**src/rtl/ram_copy_pkg.sv**
```systemverilog
// ram_copy_pkg: shared state encoding and default geometry for the block copier
package ram_copy_pkg;
    localparam int ADDR_W_DEF = 12;
    localparam int DATA_W_DEF = 16;
    typedef enum logic [1:0] {IDLE, READ, WRITE, DONE} state_e;
endpackage

```
**src/rtl/ram_block_copier_if.sv**
```systemverilog
// ram_block_copier_if: copy request/status handshake plus the single-port RAM bus
interface ram_block_copier_if import ram_copy_pkg::*; #(
    parameter int ADDR_W = ADDR_W_DEF,
    parameter int DATA_W = DATA_W_DEF
) ();
    logic              start;
    logic [ADDR_W-1:0] src;
    logic [ADDR_W-1:0] dst;
    logic [ADDR_W:0]   len;
    logic              busy;
    logic              done;
    logic [ADDR_W-1:0] ram_addr;
    logic [DATA_W-1:0] ram_in;
    logic              ram_load;
    logic [DATA_W-1:0] ram_out;
    modport master (
        input  start, src, dst, len, ram_out,
        output busy, done, ram_addr, ram_in, ram_load
    );
    modport slave (
        output start, src, dst, len, ram_out,
        input  busy, done, ram_addr, ram_in, ram_load
    );
endinterface

```
**src/rtl/ram_block_copier.sv**
```systemverilog
// ram_block_copier: copies len words from src to dst, one READ/WRITE pair per word, ascending
module ram_block_copier import ram_copy_pkg::*; #(
    parameter int ADDR_W = ADDR_W_DEF,
    parameter int DATA_W = DATA_W_DEF
) (
    input logic                clock,
    input logic                reset,
    ram_block_copier_if.master bus
);
    state_e            state_q, state_d;
    logic [ADDR_W-1:0] src_q, src_d, dst_q, dst_d;
    logic [ADDR_W:0]   len_q, len_d, i_q, i_d;
    logic [DATA_W-1:0] data_q, data_d;

    always_ff @(posedge clock) begin
        if (reset) begin
            state_q <= IDLE;
            src_q   <= '0;
            dst_q   <= '0;
            len_q   <= '0;
            i_q     <= '0;
            data_q  <= '0;
        end else begin
            state_q <= state_d;
            src_q   <= src_d;
            dst_q   <= dst_d;
            len_q   <= len_d;
            i_q     <= i_d;
            data_q  <= data_d;
        end
    end

    always_comb begin
        state_d = state_q;
        src_d   = src_q;
        dst_d   = dst_q;
        len_d   = len_q;
        i_d     = i_q;
        data_d  = data_q;
        case (state_q)
            IDLE: if (bus.start) begin
                src_d   = bus.src;
                dst_d   = bus.dst;
                len_d   = bus.len;
                i_d     = '0;
                state_d = (bus.len == '0) ? DONE : READ;
            end
            READ: begin
                data_d  = bus.ram_out;
                state_d = WRITE;
            end
            WRITE: begin
                i_d     = i_q + 1'b1;
                state_d = (i_q + 1'b1 == len_q) ? DONE : READ;
            end
            default: state_d = IDLE;
        endcase
    end

    // index is one bit wider than the address so len=4096 terminates; addresses wrap naturally
    assign bus.busy     = state_q != IDLE;
    assign bus.done     = state_q == DONE;
    assign bus.ram_load = state_q == WRITE;
    assign bus.ram_addr = (state_q == READ)  ? src_q + i_q[ADDR_W-1:0] :
                          (state_q == WRITE) ? dst_q + i_q[ADDR_W-1:0] : '0;
    assign bus.ram_in   = (state_q == WRITE) ? data_q : '0;
endmodule
```
**src/flat_wrapper.sv**
```systemverilog
// flat-port wrapper written by rule: the top's interface ports become plain ports
module ram_block_copier_flat import ram_copy_pkg::*;
#(
    parameter int ADDR_W = ADDR_W_DEF,
    parameter int DATA_W = DATA_W_DEF
)
  (clock, reset, bus_start, bus_src, bus_dst, bus_len, bus_ram_out, bus_busy, bus_done, bus_ram_addr, bus_ram_in, bus_ram_load);
  ram_block_copier_if #(.ADDR_W(ADDR_W), .DATA_W(DATA_W)) bus_i ();
  input logic clock;
  input logic reset;
  input wire logic [$bits(bus_i.start)-1:0] bus_start;
  input wire logic [$bits(bus_i.src)-1:0] bus_src;
  input wire logic [$bits(bus_i.dst)-1:0] bus_dst;
  input wire logic [$bits(bus_i.len)-1:0] bus_len;
  input wire logic [$bits(bus_i.ram_out)-1:0] bus_ram_out;
  output wire logic [$bits(bus_i.busy)-1:0] bus_busy;
  output wire logic [$bits(bus_i.done)-1:0] bus_done;
  output wire logic [$bits(bus_i.ram_addr)-1:0] bus_ram_addr;
  output wire logic [$bits(bus_i.ram_in)-1:0] bus_ram_in;
  output wire logic [$bits(bus_i.ram_load)-1:0] bus_ram_load;
  assign bus_i.start = bus_start;
  assign bus_i.src = bus_src;
  assign bus_i.dst = bus_dst;
  assign bus_i.len = bus_len;
  assign bus_i.ram_out = bus_ram_out;
  assign bus_busy = bus_i.busy;
  assign bus_done = bus_i.done;
  assign bus_ram_addr = bus_i.ram_addr;
  assign bus_ram_in = bus_i.ram_in;
  assign bus_ram_load = bus_i.ram_load;
  ram_block_copier #(.ADDR_W(ADDR_W), .DATA_W(DATA_W)) u_core (.clock(clock), .reset(reset), .bus(bus_i));
endmodule
```
**config.mk**
```make
export PLATFORM = sky130hd
export DESIGN_NAME = ram_block_copier_flat
export DESIGN_NICKNAME = d
export VERILOG_FILES = /design/src/rtl/ram_copy_pkg.sv /design/src/rtl/ram_block_copier_if.sv /design/src/rtl/ram_block_copier.sv /design/src/flat_wrapper.sv
export SDC_FILE = /design/constraint.sdc
export NUM_CORES = 1
export LEC_CHECK = 0
export CAP_MARGIN = 30
export CORE_MARGIN = 8
export CORE_UTILIZATION = 40
export DETAILED_ROUTE_END_ITERATION = 10
export GPL_TIMING_DRIVEN = 0
export PLACE_DENSITY = 0.65
export SLEW_MARGIN = 20
export SYNTH_ARGS = -nofsm -noshare
export SYNTH_HDL_FRONTEND = slang
export SYNTH_SLANG_ARGS = --single-unit
```
**constraint.sdc**
```tcl
create_clock -name clock -period 3.7 [get_ports clock]
set_input_delay 0.925 -clock clock [delete_from_list [all_inputs] [get_ports clock]]
set_output_delay 0.925 -clock clock [all_outputs]
set_load 0.005 [all_outputs]
```
==> results.txt, run 1 <==
CP Class: flip-flop to output pin
Vias in the first global route: 3820
CP Cell Sequence: ha_1 > a211oi_2 > o21ai_2 > a2111oi_4 > buf_4 > a21o_1 > xor2_1 > o22ai_1 > dlygate4sd2_1
Crit path largest cell delay: 0.41 ns
Grt total ovfl: 0
Syn Area/Cell: 7.52 um2
Final Hold Viols: 0
Sequential element share of the synthesized area: 34.1%
Fin. max-slew vios: 0
LEAKAGE: 2.06 nW
Crit. Startpoint: u_core.i_q[1]
FILL cells: 966
Max-slew headroom: 51.1%
Die area: 13400 um2
Ports: 87
Top FF cell, synth: dfxtp_1
Final HPWL DP: 9120 um
Slowest cell on the critical path: a2111oi_4
Delay-heaviest family, CP: compound AO/OA/AOI/OAI gates
Initial Util: 41.1%
Pre-CTS setup slack: -0.221 ns
IO buf count: 86
Final GP Congestion: 0.867
CTS tree: yes
Worst skew pair latency: 0.35 ns
IR drop worst, VDD: 0.176 mV
Worst-path clk slew: 0.08 ns
FF/Latch Area: 1370 um2
Cell count after synthesis: 531
Clk sinks: 68
Row cnt: 36
First-pass GRT wire length: 18600 um
WP data arrival: 2.67 ns
Overall power: 1.79 mW
Multi-input logic area: 2540 um2
Crit start category: flip-flop
Outcome: completed
Worst hold slack: 0.452 ns
CTS Buf Count: 9
Syn Nets: 612
Yosys top cell by area: dfxtp_1
Routed WL per cell: 15.5 um
Post-synth cell types: 54
Vias: 3977
Initial antenna violation count: 0
Min cycle time layout: 3.59 ns
Worst path required time: 2.77 ns
Diode count: 0
Top cells by area, synth: dfxtp_1, nand2_1, a21oi_1
Post-synth EDFFs: 0
Area growth from synthesis to layout: 34.6%
Min-delay src: u_core.data_q[0]
Die H: 116 um
CP Max Fanout: 7
DRC errors left: 0
Cell Area, Synth: 4000 um2
Core footprint: 9730 um2
WL final: 12000 um
Post-synthesis register bit count: 68
Warnings from Yosys: 0
Clock root cell: clkbuf_8
H-tree depth: 3
Ratio of cells with drive above 1 in the final layout: 8.28%
Final Net Count: 716
Largest net degree at the start of global routing: 14
Final Cycle Share: 97.0%
Setup slack, reg-to-reg: 1.24 ns
Power Density: 333 nW/um2
FFs w/ async S/R, synth: 0%
Total track usage: 17.5%
Max Clock Skew: 0.00531 ns
Worst path bufs/invs: 2
TNS Setup: 0 ns
Worst flop-to-flop path startpoint: u_core.i_q[0]
Yosys top cell area share: 34.1%
Max Fclk: 279 MHz
Initial drt markers: 262
Max-cap violations: 0
Die Width: 116 um
Worst Slack Setup Final: 0.109 ns
Worst-margin pin slew: 0.731 ns
Tightest Hold Check Type: flip-flop to flip-flop
DRT Pass-1 Iters: 5
Final setup violation count: 0
Maximum clock path buffer count: 2
CP Capture Type: output pin
Vias per inst: 5.14
ANT nets after route: 0
-- metal layers --
| layer | GRT usage, % | share of wire [%] |
|---|---|---|
| met5 | 0 | 0 |
| met4 | 5.27 | 1.6 |
| met3 | 4.69 | 4.7 |
| met2 | 29.7 | 48 |
| met1 | 21.1 | 46 |
-- through the flow --
| step | instance area (um2) | std cells | utilization, % |
|---|---|---|---|
| finish | 5380 | 773 | 55.3 |
| global route | 5380 | 773 | 55.3 |
| CTS | 5300 | 768 | 54.4 |
| detailed placement | 5020 | 750 | 51.6 |
| global placement | 5020 | 750 | 51.6 |
| floorplan | 4000 | 531 | - |
-- sequential cells by signal (all words and copies together), names as in the netlist --
name and cells:
u_core.data_q 16, u_core.dst_q 12, u_core.i_q 13, u_core.len_q 13, u_core.src_q 12, u_core.state_q 2
-- synthesized netlist by cell type, types with 2 or more instances --
cell and count:
nand2_1 129, a21oi_1 77, dfxtp_1 68, nor2_1 30, ha_1 23, clkbuf_1 22, xnor2_1 21, and2_1 19
o21ai_0 16, xor2_1 16, inv_1 10, nor3_1 9, o22ai_1 8, nor4_1 7, nand3_1 6, nand2b_1 5
a21o_1 4, or3_1 4, a211oi_1 3, nor2b_1 3, o211ai_1 3, o21ai_1 3, o31ai_1 3, a211o_1 2
a22oi_1 2, a41oi_1 2, and3_1 2, and4_1 2, buf_1 2, buf_2 2, buf_6 2, fa_1 2
o21bai_1 2, or2_2 2
-- placed cells by master, fill, tap and decap left out, types with 5 or more instances in the layout --
master / netlist / layout
nand2_1: 129 / 129
dfxtp_1: 68 / 64
nor2_1: 30 / 30
nor4_1: 7 / 6
o21ai_1: 3 / 6
and2_1: 19 / 19
clkbuf_1: 22 / 22
xor2_1: 16 / 16
clkbuf_8: 0 / 9
o21ai_0: 16 / 11
inv_1: 10 / 10
o22ai_1: 8 / 8
a21oi_1: 77 / 75
xnor2_1: 21 / 21
clkdlybuf4s50_1: 0 / 80
nand2b_1: 5 / 5
nand3_1: 6 / 6
nor3_1: 9 / 9
ha_1: 23 / 20
buf_4: 1 / 8
-- report_power, final --
group | switching, mW | internal [mW]
logic | 0.158 | 0.141
clock network | 0.309 | 0.384
registers | 0.0276 | 0.770
-- worst min-delay path: stages (launching register included) --
cell and delay (ns):
dfxtp_1 0.31, nand2_1 0.05, a21oi_1 0.05
-- path summary, 6_finish.rpt --
check	cells after the start	endpoint
worst max-delay path	9	bus_ram_addr[7]
worst min-delay path	2	u_core.data_q[0]
worst max register to register	10	u_core.state_q[1]
worst min register to register	2	u_core.data_q[0]
-- kinds of logic (layout without fill, tap and decap cells) --
kind of cell	after synthesis	in the layout	synth area share, %
AOI/OAI and AO/OA	137	137	20.2
adders and majority gates	25	25	8.21
buffers and inverters	40	149	4.32
and+or+nand+nor	223	223	24.9
muxes	1	1	0.251
xor gates and xnor gates	37	37	8.11
DFF	68	68	34.1
-- layout make-up --
| cell class | instances | share of cell area (%) |
|---|---|---|
| Buffer | 30 | 2.51 |
| Clock buffer | 9 | 2.30 |
| Clock inverter | 7 | 1.84 |
| Inverter | 10 | 0.698 |
| Multi-Input combinational cell | 423 | 47.3 |
| Sequential cell | 68 | 25.5 |
| Tap cell | 133 | 3.09 |
| Timing Repair Buffer | 93 | 16.7 |
-- what timing repair did --
item	in CTS	in global routing
hold buffers	0	0
setup endpoints to repair	7	5
setup buffers	2	5
resized for setup	21	16
pin swaps	3	9
(Power assumes the default switching activity.)
==> inputs of run 2 (changes only) <==
- CORE_MARGIN: 8 -> not set
==> run 2 against run 1 <==
Net effect: critical path depth unchanged; first-iteration DRC count decreased by 28%; combinational power about the same; register-to-register slack improved by 0.09 ns; sequential share of layout area increased by 0.060 points; non-clock buffer count decreased by 2; utilization decreased by 0.13 points; critical endpoint is now bus_ram_addr[11].
==> results.txt, run 2 (synthesis results as in run 1) <==
Crit start category: flip-flop (unchanged)
Hold buffers post-CTS: 0 (unchanged)
WL final: 11100 um (was 12000 um)
WP data arrival: 2.69 ns (was 2.67 ns)
ANT nets after route: 0 (unchanged)
Most frequent cells in the layout: nand2_1, clkdlybuf4s50_1, a21oi_1 (unchanged)
Clock root cell: clkbuf_8 (unchanged)
DRC errors left: 0 (unchanged)
Total track usage: 21.5% (was 17.5%)
RSZ-0062 raised after global routing: no
Crit path largest cell delay: 0.39 ns (was 0.41 ns)
Max-slew headroom: 55.0% (was 51.1%)
Final HPWL DP: 8250 um (was 9120 um)
CP Class: flip-flop to output pin (unchanged)
IR drop worst, VDD: 0.172 mV (was 0.176 mV)
Most common cell after layout, fill and taps aside: nand2_1 (unchanged)
Final Net Count: 714 (was 716)
Core footprint: 9730 um2 (unchanged)
Worst-path clk slew: 0.08 ns (about the same)
Worst Slack Setup Final: 0.0822 ns (was 0.109 ns)
Area growth from synthesis to layout: 34.3% (was 34.6%)
Largest net degree at the start of global routing: 14 (unchanged)
Initial drt markers: 188 (was 262)
Switching Power: 0.500 mW (was 0.495 mW)
Clk sinks: 68 (unchanged)
Routed WL per cell: 14.4 um (was 15.5 um)
IO buf count: 86 (unchanged)
CP Max Fanout: 7 (unchanged)
DRT Pass-1 Iters: 5 (unchanged)
CTS Buf Count: 9 (unchanged)
Grt total ovfl: 0 (unchanged)
Register share of total power: 44.4% (was 44.6%)
First-pass GRT wire length: 17200 um (was 18600 um)
Power Density: 334 nW/um2 (was 333 nW/um2)
Initial Util: 41.1% (unchanged)
Final GP Congestion: 0.862 (was 0.867)
Final Hold Viols: 0 (unchanged)
Worst skew pair latency: 0.35 ns (about the same)
Vias: 4011 (was 3977)
Max Fclk: 276 MHz (was 279 MHz)
Switching share of total power: 27.9% (was 27.7%)
Die area: 10400 um2 (was 13400 um2)
Min cycle time layout: 3.62 ns (was 3.59 ns)
Outcome: completed (unchanged)
Fin. max-slew vios: 0 (unchanged)
Initial antenna violation count: 0 (unchanged)
Ports: 87 (unchanged)
Vias in the first global route: 3583 (was 3820)
Max reg flops: 16 (unchanged)
Util after Layout: 55.1% (was 55.3%)
Overall power: 1.79 mW (about the same)
Top Registers: u_core.data_q: 16 flops, u_core.i_q: 13 flops, u_core.len_q: 13 flops (unchanged)
Die H: 102 um (was 116 um)
Final Cycle Share: 97.8% (was 97.0%)
Biggest register: u_core.data_q (unchanged)
Row cnt: 36 (unchanged)
Diode count: 0 (unchanged)
Ratio of cells with drive above 1 in the final layout: 7.99% (was 8.28%)
Max-cap violations: 0 (unchanged)
CP Cell Sequence: ha_1 > a211o_1 > o211ai_1 > a21oi_2 > o21a_1 > a221o_1 > xnor2_2 > o22ai_1 > clkbuf_2 (was ha_1 > a211oi_2 > o21ai_2 > a2111oi_4 > buf_4 > a21o_1 > xor2_1 > o22ai_1 > dlygate4sd2_1)
TNS Setup: 0 ns (unchanged)
FF-to-FF path depth: 9 (was 10)
Hold path cells: 2 (unchanged)
Max Clock Skew: 0.00454 ns (was 0.00531 ns)
Internal Power: 1.29 mW (about the same)
LEAKAGE: 2.10 nW (was 2.06 nW)
Maximum clock path buffer count: 2 (unchanged)
Pre-CTS setup slack: -0.146 ns (was -0.221 ns)
Slowest cell on the critical path: dfxtp_4 (was a2111oi_4)
H-tree depth: 3 (unchanged)
Tightest Hold Check Type: flip-flop to flip-flop (unchanged)
Worst path required time: 2.77 ns (about the same)
CTS tree: yes (unchanged)
CP Capture Type: output pin (unchanged)
Clock power frac: 39.1% (was 38.7%)
Die Width: 102 um (was 116 um)
Worst-margin pin slew: 0.672 ns (was 0.731 ns)
Vias per inst: 5.20 (was 5.14)
Final setup violation count: 0 (unchanged)
Combinational share of power: 16.5% (was 16.7%)
==> run 2: cell types whose count changed in the layout (fill, tap and decap cells not counted), sizes merged <==
cell           delta
dlygate4sd2       -1
clkinv            +1
clkdlybuf4s50     -1
dlymetal6s2s      +3
inv               -1
buf               -2
clkbuf            -1
==> run 2: metrics by stage <==
step | std cells | hold WS, ns | instance area (um2)
finish | 771 | 0.452 | 5370
global route | 771 | 0.472 | 5370
CTS | 770 | 0.453 | 5300
detailed placement | 750 | 0.442 | 5020
global placement | 750 | 0.439 | 5020
floorplan | 531 | 0.432 | 4000
==> run 2: layout make-up <==
class	count	area, um2
clock buffer	9	124
fill	958	4360
clock inverter	7	98.8
inverter	10	37.5
multi-input combinational	423	2530
buffer	30	135
sequential	68	1370
tap	133	166
timing repair buffer	91	897
==> run 2: critical path: cells and delay by family, from the launching register on <==
family / cells / cell delay (ns)
compound gates: 6 / 1.33
fa+ha+maj: 1 / 0.32
xor+xnor: 1 / 0.15
buf+inv: 1 / 0.15
flops: 1 / 0.39
==> run 2: path summary, 6_finish.rpt <==
| check | endpoint | from | slack [ns] |
|---|---|---|---|
| worst min-delay path | u_core.data_q[10] | u_core.data_q[10] | 0.45 |
| worst max register to register | u_core.state_q[1] | u_core.i_q[0] | 1.33 |
| worst max-delay path | bus_ram_addr[11] | u_core.i_q[1] | 0.08 |
| worst min register to register | u_core.data_q[10] | u_core.data_q[10] | 0.45 |
==> run 2: power groups by stage <==
| stage | sequential [mW] | clock, mW | combinational (mW) |
|---|---|---|---|
| 2_1_floorplan | 0.807 | 0 | 0.166 |
| 3_3_place_gp | 0.815 | 0 | 0.287 |
| 3_5_place_dp | 0.816 | 0 | 0.291 |
| 4_1_cts | 0.798 | 0.711 | 0.294 |
| 5_1_grt | 0.802 | 0.746 | 0.328 |
| 6_report | 0.797 | 0.700 | 0.296 |
==> run 2: timing repair <==
| item | in CTS | in global routing |
|---|---|---|
| gates resized for setup | 15 | 20 |
| setup buffers | 4 | 1 |
| setup endpoints to repair | 6 | 8 |
| pin swaps | 6 | 7 |
==> run 2: layer usage <==
metal / track usage (%) / share of wire [%] / vias to the layer above
met5: 0 / 0 / -
met4: 5.71 / 1.3 / 0
met3: 4.31 / 5.1 / 13
met2: 35.6 / 47 / 108
met1: 28.6 / 47 / 1861
li1: - / - / 2029
